==> src/rtl/mmu_seq_ctrl.sv <==
`default_nettype none
// ============================================================================
// Module   : mmu_seq_ctrl
// Purpose  : Load / compute / drain sequencer for an N x N systolic matrix unit
// Revision : 1.0
// ============================================================================
module mmu_seq_ctrl #(
    parameter int N    = 2,
    parameter int ACCW = 16,
    parameter int AW   = $clog2(2*N*N),
    parameter int KW   = (N > 2) ? $clog2(N) : 1
) (
    input  logic              clk,
    input  logic              rst_n,
    input  logic              start,
    input  logic              transpose,
    input  logic              continuous,
    input  logic              load_valid,
    output logic              load_ready,
    output logic              mem_wr_en,
    output logic [AW-1:0]     mem_addr,
    output logic              clear,
    output logic              data_valid,
    output logic              transpose_out,
    output logic [N-1:0]      a_en,
    output logic [N-1:0]      b_en,
    output logic [N*KW-1:0]   a_sel,
    output logic [N*KW-1:0]   b_sel,
    input  logic [N*N*ACCW-1:0] c_flat,
    output logic              out_valid,
    input  logic              out_ready,
    output logic [7:0]        out_data,
    output logic              out_last,
    output logic              busy
);
    localparam int c_BPR = ACCW / 8;
    localparam int c_NB  = N * N * c_BPR;
    localparam int c_IW  = $clog2(c_NB);
    localparam int c_TW  = $clog2(3 * N);
    localparam logic [AW-1:0]   c_LAST_ADDR = AW'(2 * N * N - 1);
    localparam logic [c_TW-1:0] c_LAST_T    = c_TW'(3 * N - 1);
    localparam logic [c_IW-1:0] c_LAST_IDX  = c_IW'(c_NB - 1);

    typedef enum logic [1:0] {
        S_IDLE    = 2'd0,
        S_LOAD    = 2'd1,
        S_COMPUTE = 2'd2,
        S_DRAIN   = 2'd3
    } state_t;

    state_t                r_state, w_state_nxt;
    logic [c_TW-1:0]       r_t, w_t_nxt;
    logic [AW-1:0]         r_addr;
    logic [c_IW-1:0]       r_idx;
    logic [N*N*ACCW-1:0]   r_buf;
    logic                  r_load_ready, r_clear, r_data_valid, r_out_valid, r_busy, r_transpose;
    logic [N-1:0]          r_lane_en, w_lane_en;
    logic [N*KW-1:0]       r_lane_sel, w_lane_sel;
    logic [7:0]            w_bytes [c_NB];
    logic                  w_load_hs, w_load_done, w_t_done, w_out_hs, w_drain_done;

    assign w_load_hs    = load_valid && r_load_ready;
    assign w_load_done  = w_load_hs && (r_addr == c_LAST_ADDR);
    assign w_t_done     = (r_state == S_COMPUTE) && (r_t == c_LAST_T);
    assign w_out_hs     = r_out_valid && out_ready;
    assign w_drain_done = w_out_hs && (r_idx == c_LAST_IDX);

    always_comb begin
        w_state_nxt = r_state;
        case (r_state)
            S_IDLE:    if (start)        w_state_nxt = S_LOAD;
            S_LOAD:    if (w_load_done)  w_state_nxt = S_COMPUTE;
            S_COMPUTE: if (w_t_done)     w_state_nxt = S_DRAIN;
            S_DRAIN:   if (w_drain_done) w_state_nxt = continuous ? S_LOAD : S_IDLE;
            default:                     w_state_nxt = S_IDLE;
        endcase
    end

    assign w_t_nxt = (r_state == S_COMPUTE && !w_t_done) ? r_t + 1'b1 : '0;

    // Lane outputs are registered from the next-cycle value of t so they line up with it.
    always_comb begin
        w_lane_en  = '0;
        w_lane_sel = '0;
        if (w_state_nxt == S_COMPUTE) begin
            for (int i = 0; i < N; i++) begin
                if (w_t_nxt >= c_TW'(i + 1) && w_t_nxt <= c_TW'(N + i)) begin
                    w_lane_en[i]            = 1'b1;
                    w_lane_sel[i*KW +: KW]  = KW'(w_t_nxt - c_TW'(i + 1));
                end
            end
        end
    end

    always_ff @(posedge clk or negedge rst_n) begin
        if (!rst_n) begin
            r_state      <= S_IDLE;
            r_t          <= '0;
            r_addr       <= '0;
            r_idx        <= '0;
            r_buf        <= '0;
            r_load_ready <= 1'b0;
            r_clear      <= 1'b0;
            r_data_valid <= 1'b0;
            r_out_valid  <= 1'b0;
            r_busy       <= 1'b0;
            r_transpose  <= 1'b0;
            r_lane_en    <= '0;
            r_lane_sel   <= '0;
        end else begin
            r_state      <= w_state_nxt;
            r_t          <= w_t_nxt;
            r_load_ready <= (w_state_nxt == S_LOAD);
            r_data_valid <= (w_state_nxt == S_COMPUTE);
            r_out_valid  <= (w_state_nxt == S_DRAIN);
            r_busy       <= (w_state_nxt != S_IDLE);
            r_clear      <= (w_state_nxt == S_COMPUTE) && (w_t_nxt == '0);
            r_lane_en    <= w_lane_en;
            r_lane_sel   <= w_lane_sel;
            if (w_load_done)
                r_addr <= '0;
            else if (w_load_hs)
                r_addr <= r_addr + 1'b1;
            if (w_drain_done)
                r_idx <= '0;
            else if (w_out_hs)
                r_idx <= r_idx + 1'b1;
            if (w_t_done)
                r_buf <= c_flat;
            if (w_state_nxt == S_LOAD && r_state != S_LOAD)
                r_transpose <= transpose;
        end
    end

    // Byte n of the stream: result n/BPR, most significant byte first.
    for (genvar n = 0; n < c_NB; n++) begin : g_byte
        localparam int c_RES = n / c_BPR;
        localparam int c_SUB = c_BPR - 1 - (n % c_BPR);
        assign w_bytes[n] = r_buf[c_RES*ACCW + c_SUB*8 +: 8];
    end

    assign load_ready    = r_load_ready;
    assign mem_wr_en     = w_load_hs;
    assign mem_addr      = r_addr;
    assign clear         = r_clear;
    assign data_valid    = r_data_valid;
    assign transpose_out = r_transpose;
    // Rows and columns share the same skew schedule.
    assign a_en          = r_lane_en;
    assign b_en          = r_lane_en;
    assign a_sel         = r_lane_sel;
    assign b_sel         = r_lane_sel;
    assign out_valid     = r_out_valid;
    assign out_data      = r_out_valid ? w_bytes[r_idx] : 8'd0;
    assign out_last      = r_out_valid && (r_idx == c_LAST_IDX);
    assign busy          = r_busy;

endmodule
`default_nettype wire

==> config.mk <==
export PLATFORM = sky130hd
export DESIGN_NAME = mmu_seq_ctrl
export DESIGN_NICKNAME = d
export VERILOG_FILES = /design/src/rtl/mmu_seq_ctrl.sv
export SDC_FILE = /design/constraint.sdc
export NUM_CORES = 1
export LEC_CHECK = 0
export BUFFER_PORTS_ARGS = -buffer_cell sky130_fd_sc_hd__buf_2
export CORE_MARGIN = 4
export CORE_UTILIZATION = 30
export DETAILED_ROUTE_END_ITERATION = 8
export SETUP_SLACK_MARGIN = 0.5
export SYNTH_ARGS = -nofsm -noshare
export SYNTH_HDL_FRONTEND = slang
export SYNTH_SLANG_ARGS = --single-unit
==> constraint.sdc <==
create_clock -name clk -period 1.8 [get_ports clk]
set_clock_uncertainty 0.05 [all_clocks]
set_input_delay 0.27 -clock clk [delete_from_list [all_inputs] [get_ports clk]]
set_output_delay 0.27 -clock clk [all_outputs]
set_load 0.01 [all_outputs]
; Word-level counts from Yosys, hierarchy flattened
; Index checks and enable logic that the tools add are counted.
[classes]
add_sub_neg = 5
mul = 0
n_div = 0
n_lt_le_gt_ge = 5
eq_ne = 10
shifts = 0
mux = 21
bitwise = 1
reduce_logical = 17
[ops]
columns = op, count
row1 = $bmux 8 s3, 1
row2 = $mux 8, 3
row3 = $mux 3, 5
row4 = $mux 2, 6
row5 = $logic_and 1x1->1, 11
row6 = $add 3x1->3 const B, 3
row7 = $eq 3x3->1 const B, 3
row8 = $eq 2x2->1 const B, 4
row9 = $pmux 2 s4, 1
row10 = $le 3x2->1 const B, 2
row11 = $reduce_bool 2->1, 3
row12 = $mux 1, 5
row13 = $eq 2x1->1 const B, 2
row14 = $ge 4x4->1 const B, 1
row15 = $not 3->4, 1
row16 = $ge 3x1->1 const B, 1
row17 = $ge 3x2->1 const B, 1
row18 = $logic_not 3->1, 1
row19 = $logic_not 2->1, 1
row20 = $ne 2x1->1 const B, 1
row21 = $sub 1x1->1 const B, 2
row22 = $logic_not 1->1, 1
[totals]
reg_bits = 85
latchBits = 0
ramBits = 0
mem_bits_ro = 0
in_bits = 71
output_inout_bits = 27
word_cells = 72
mem_count = 0

; Logic depth before layout (Yosys ltp)
; Gate-level depths: netlist of the first run.
[depth]
depth_word = 9
depth_mapped = 6
ltp_nobuf = 5

; Worst setup path after synthesis of the first run
; OpenSTA, ideal clock, no wires.
[synth_timing]
kind = register to output
startpoint = reg r_idx[1]
endpoint = out out_data[0]
t_arrival_ps = 1370
slack_ps = 110
stages_incl_launch_ff = 6
path_cell_list = dfrtp_1 > buf_2 > buf_4 > mux4_2 > inv_1 > a21oi_1
[synth_between]
elab_chain_cells = 5
[synth_lines]
columns = item, line_no
row1 = "start, declared", 54  ; logic [c_IW-1:0] r_idx;
row2 = "start signal, assigned", 127  ; r_idx <= r_idx + 1'b1;
row3 = $not 3->4 (implied by the code), 154  ; assign out_data = r_out_valid ? w_bytes[r_idx] : 8'd0;
row4 = $bmux 8 s3, 154
row5 = $mux 8 (implied by the code) (2 in a row), 154
row6 = $mux 8, 154
row7 = "end, declared", 32  ; output logic [7:0] out_data,
; No other way between the ends. The select of a mux whose other input is x is not followed.

; Final worst setup path of the first run
; Ends and elaborated chain as after synthesis.

==> results.yml, run 1 <==
layout:
  layout_commonest_cell: "buf_2"
  final_cell_mix: "buf_2 (93), dfrtp_1 (79), mux2_4 (68), buf_4 (17)"
  antenna_cells: 0
  final_cells: 600
  drive_gt1_share_pct: 73.1
  fillers: 1203
  area_growth_pct: 51.2
  num-nets-final: 499
timing:
  setup_ws_ps: -221
  period_share_pct: 112
  maxSlewHeadroom_pct: 76.5
  max_freq_mhz: 495
  tns_ps: -1610
  period_needed_ps: 2020
  hold_viol_final: 0
  worst_pin_slew_ps: 353
  rsz0062_at_grt: "true"
  finalSetupViolations: 9
  slew_violations: 0
place:
  portBuffers: 97
  hpwl_mm: 6.99
  finalWeightedCongestion: 0.812
  numPlacedInstances: 553
clocking:
  numCtsBuffers: 9
  clockRootBuffer: "clkbuf_16"
  clk_path_buf_depth: 2
  htreeDepth: 3
  cts.clk_slew.worst_paths_ps: 60
  clkLatencyLatePin_ps: 340
  clock-sinks: 85
  cts_tree: "built"
global_routing:
  grt_pass1_wl_mm: 16.8
  grt_max_degree: 37
  grt_overflow: 0
  met2_usage_pct: 23.0
  antenna_found_initial: 4
  grt_use_total_pct: 14.4
  grt_pass1_vias: 3042
  grtUsageMet3_pct: 4.54
  grtUsageMet1_pct: 18.6
  grt.busiest_layer: "met2"
power_and_ir_drop:
  p_per_area_nw_per_um2: 1160
  ir_drop_mv: 0.535
  power.total_mw: 7.08
  total_leakage_power_nw: 2.97
routing:
  drt.antenna.violating_nets: 0
  dr.pass1.iters: 4
  wl_per_cell_um: 17.4
  route.detailed.drc: 0
  drt_iter0_markers: 81
  drt-total-wl_mm: 10.4
  vias_per_cell: 4.53
  num_vias: 2719
floorplanning:
  core_area_um2: 13200
  initial_utilization_pct: 30.5
  die_x_um: 124
  die_area_um2: 15400
  die_h_um: 124
  pin_count: 98
  num_rows: 42
run_status:
  violations: "negative setup slack"
  status: "finished with violations"
synthesis:
  synthAdderAreaFrac_pct: 1.86
  yosys.area_share.simple_pct: 4.95
  ys_types: 35
  netlist_area_um2: 4040
  synth_top_family_by_area: "multiplexers"
  ys.flop_type: "dfrtp_1"
  syn_inst: 286
  yosysWarnings: 0
  ys_seq_area_share_pct: 52.6
  synth-xor-area-share_pct: 0.433
  avgSynthCellArea_um2: 14.1
  async_flop_share_pct: 100
  synth_nets: 363
  synth_compound_area_share_pct: 5.39
  synth_edf_count: 0
  muxShareOfSynthArea_pct: 30.1
  yosys-top-cells-area: "dfrtp_1 (53%), mux2_2 (16%), mux2_4 (10%)"
  yosysTopAreaCell: "dfrtp_1"
  synth_top_area_share_pct: 52.6
  ys_ff_latch: 85
worst_setup_path:
  worstPathCellList: "buf_12, mux4_2, inv_2, a21oi_2, buf_2"
  required_ps: 1480
  start_kind: "register"
  rrSetupSlack_ps: 120
  crit_path_max_incr_delay_ps: 520
  critPathArrivalTime_ps: 1700
  critPathKind: "reg2out"
  path_max_fanout: 17
  critPathSlowestCell: "mux4_2"
  end_kind: "primary output"
flow_run:
  drv_cap: 0
worst_hold_path:
  hold_path_class: "in2reg"
==> power by group <==
group | total [mW] | internal (mW) | switching [mW]
clock | 1.94 | 1.23 | 0.710
combinational | 2.74 | 1.42 | 1.32
sequential | 2.40 | 2.17 | 0.229
==> worst paths after layout <==
| kind | end | startpoint | cells past startpoint |
|---|---|---|---|
| setup / recovery | out_data[0] | r_idx[1]$_DFFE_PN0P_ | 5 |
| hold / removal | r_buf[55]$_DFFE_PN0P_ | c_flat[55] | 2 |
| setup reg to reg | transpose_out$_DFFE_PN0P_ | r_idx[1]$_DFFE_PN0P_ | 7 |
| hold reg to reg | r_buf[7]$_DFFE_PN0P_ | r_buf[7]$_DFFE_PN0P_ | 1 |
| max in group asynchronous | r_buf[25]$_DFFE_PN0P_ | rst_n | 3 |
| min in group asynchronous | mem_addr[1]$_DFFE_PN0P_ | rst_n | 2 |
==> worst max-delay path, delay by kind of cell (launching register included) <==
family	cells	cell delay, ps
AOI/OAI and AO/OA	1	50
buffers and inverters	3	390
DFF	1	410
muxes	1	520
==> per-layer routing <==
metal	vias up	part of all wire (%)	routed length, µm
met3	25	6.2	645
met1	1330	43	4500
li1	1290	-	-
met5	-	0.39	41
met4	8	2.0	210
met2	66	48	5030
==> sequential cells by signal, summed over array words and instances, names as in the netlist, 2 cells and up <==
register / count
r_buf: 64
mem_addr: 3
r_idx: 3
r_t: 3
a_en: 2
a_sel: 2
r_state: 2
==> cell usage after synthesis (all sizes together) (2+ instances only) <==
cell type  number
or2             2
inv            13
nor2            9
dfrtp          85
buf            18
o221ai          8
mux2           83
mux4            8
ha              6
nand3           4
o21ai           4
nand2           9
a21oi          12
nand2b          4
clkbuf          3
nor2b           2
nor3            3
and2            2
==> cell type report <==
class / instances / area, µm² / share of cell area [%]
Sequential cell: 85 / 2130 / 34.9
Clock inverter: 2 / 60.1 / 0.982
Tap cell: 176 / 220 / 3.60
Timing Repair Buffer: 146 / 1240 / 20.3
Inverter: 13 / 48.8 / 0.798
Multi-Input combinational cell: 167 / 2160 / 35.4
Clock buffer: 11 / 243 / 3.97
==> metrics by stage <==
step / hold slack (ps) / util, % / cell area [µm²] / worst slack (ps)
after floorplan: -75.6 / - / 4370 / 239
after global routing: 106 / 46.2 / 6110 / -284
after global placement: 153 / 38.0 / 5030 / 75.1
final: 114 / 46.2 / 6110 / -221
after detailed placement: 155 / 38.0 / 5030 / 53.7
after CTS: 103 / 44.4 / 5890 / -281
==> cell families after synthesis <==
kind of cell               after synthesis
AOI/OAI and AO/OA                       30
buffers and inverters                   34
DFF                                     85
and+or+nand+nor                         38
muxes                                   91
adders and majority gates                6
xor gates and xnor gates                 2
==> timing repair <==
| action | 4_1_cts | 5_1_grt |
|---|---|---|
| hold buffers | 1 | 0 |
| setup endpoints to repair | 88 | 90 |
| buffers inserted | 18 | 7 |
| gates cloned | 8 | 0 |
| gates resized for setup | 41 | 41 |
| pin swaps | 6 | 15 |
| hold endpoints to repair | 22 | 0 |
(Power assumes the default switching activity.)
==> inputs of run 2 (changes only) <==
--- a/config.mk
+++ b/config.mk
@@ -5,10 +5,10 @@
 export SDC_FILE = /design/constraint.sdc
 export NUM_CORES = 1
 export LEC_CHECK = 0
-export BUFFER_PORTS_ARGS = -buffer_cell sky130_fd_sc_hd__buf_2
 export CORE_MARGIN = 4
 export CORE_UTILIZATION = 30
 export DETAILED_ROUTE_END_ITERATION = 8
+export DONT_BUFFER_PORTS = 1
 export SETUP_SLACK_MARGIN = 0.5
 export SYNTH_ARGS = -nofsm -noshare
 export SYNTH_HDL_FRONTEND = slang
==> run 2 against run 1 <==
Compared with the run above:
- the flow finishes with violations (negative hold slack, negative setup slack)
- via count decreased by 11%
- register-to-register slack worse by 90 ps
- flip-flop and latch count is the same
- non-clock buffer count fell by 100
- hold slack lost 540 ps
- maximum frequency is 4.4% higher
- global-route usage barely moved
==> results.yml, run 2 (same netlist as run 1, synthesis figures left out) <==
run_status:
  status: "finished with violations"
  violations: "negative hold slack, negative setup slack"
floorplanning:
  die_h_um: 124
  core_area_um2: 13200
  initial_utilization_pct: 30.5
  pin_count: 98
  die_area_um2: 15400
  die_x_um: 124
  num_rows: 42
timing:
  finalSetupViolations: 9
  setup_ws_ps: -135
  hold_ws_ps: -422
  tns_ps: -1010
  rsz0062_at_grt: "true"
  period_share_pct: 108
  maxSlewHeadroom_pct: 72.8
  period_needed_ps: 1940
  max_freq_mhz: 517
  worst_pin_slew_ps: 408
  hold_viol_final: 85
  slew_violations: 0
routing:
  num_vias: 2428
  drt_iter0_markers: 88
  wl_per_cell_um: 20.9
  drt-total-wl_mm: 10.4
  vias_per_cell: 4.87
  route.detailed.drc: 0
  dr.pass1.iters: 4
  drt.antenna.violating_nets: 0
layout:
  largest-register: "r_buf"
  final_util_pct: 41.8
  final_cell_mix: "dfrtp_1 (78), mux2_4 (66), mux2_2 (17), buf_4 (16), buf_16 (12)"
  largest_reg_flops: 64
  area_growth_pct: 37.0
  num-nets-final: 399
  layout_commonest_cell: "dfrtp_1"
  drive_gt1_share_pct: 62.8
  stdcell_area_um2: 5540
  antenna_cells: 0
flow_run:
  drv_cap: 0
place:
  hpwl_mm: 6.81
  portBuffers: 0
  dpl-instance-area_um2: 4510
  finalWeightedCongestion: 0.781
clocking:
  numCtsBuffers: 9
  cts_tree: "built"
  clock-sinks: 85
  cts.clk_slew.worst_paths_ps: 60
  htreeDepth: 3
  clockRootBuffer: "clkbuf_16"
  clkLatencyLatePin_ps: 340
  clk_path_buf_depth: 2
worst_setup_path:
  path_max_fanout: 20
  critPathKind: "reg2out"
  end_kind: "primary output"
  critPathArrivalTime_ps: 1620
  start_kind: "register"
  required_ps: 1480
worst_hold_path:
  hold_path_class: "in2async"
global_routing:
  grt_use_total_pct: 14.4
  grt_pass1_vias: 2670
  grt_max_degree: 86
  grt_pass1_wl_mm: 16.0
  antenna_found_initial: 0
  grt_overflow: 0
power_and_ir_drop:
  total_leakage_power_nw: 2.52
  ir_drop_mv: 0.754
  p_per_area_nw_per_um2: 1150
-- run 2: cell count changes in the layout (fill, tap and decap cells not counted), sizes merged --
cell | previous run | this run
buf | 145 | 45
clkbuf | 11 | 12
bufinv | 2 | 0
-- run 2: critical path, cell delays in order, from the launching register on --
cell and delay (ps):
dfrtp_2 400, buf_12 190, mux4_2 530, inv_2 70, a21oi_2 80
-- run 2: final cells by class --
class                      instances  area (µm²)
multi-input combinational        167        2160
timing repair buffer              46         726
tap                              176         220
fill                            1196        7700
inverter                          13        48.8
sequential                        85        2140
clock buffer                      12         246
-- run 2: final timing paths --
kind                                       start                   endpoint  slack [ps]  cells after the start
max in group asynchronous                  rst_n       r_buf[2]$_DFFE_PN0P_        1970                      0
min in group clk                      c_flat[25]      r_buf[25]$_DFFE_PN0P_          20                      1
min                                        rst_n    mem_addr[0]$_DFFE_PN0P_        -420                      0
min reg2reg                r_buf[29]$_DFFE_PN0P_      r_buf[29]$_DFFE_PN0P_         450                      1
max                         r_idx[1]$_DFFE_PN0P_                out_data[0]        -140                      4
max reg2reg                 r_idx[1]$_DFFE_PN0P_  transpose_out$_DFFE_PN0P_          30                      8
-- run 2: where the power goes --
part / internal [mW] / switching [mW] / total [mW]
combinational: 1.15 / 1.04 / 2.20
sequential: 2.18 / 0.353 / 2.53
clock: 0.943 / 0.704 / 1.65
total: 4.27 / 2.10 / 6.37
-- run 2: timing repair --
action                                 4_1_cts  5_1_grt
buffers inserted                            18        4
pin swaps                                    8        4
gates resized for setup                     54       19
cloned                                      10        0
setup endpoints to repair                   87       89
endpoints found under the hold margin       85       86
-- run 2: routing by layer --
metal	vias up	track usage [%]	part of all wire (%)
met3	13	4.27	6.0
met2	63	22.2	48
met1	1254	18.7	44
met4	0	6.37	1.9
met5	-	0	0
li1	1098	-	-
-- run 2: metrics by stage --
step	hold slack [ps]	cells	power [mW]	setup WS [ps]
final	-422	499	6.37	-135
after global routing	-449	499	6.77	-217
after CTS	-444	494	6.33	-189
after detailed placement	-74.2	454	4.34	174
after global placement	-73.8	454	4.29	196
after floorplan	-75.6	286	3.97	239
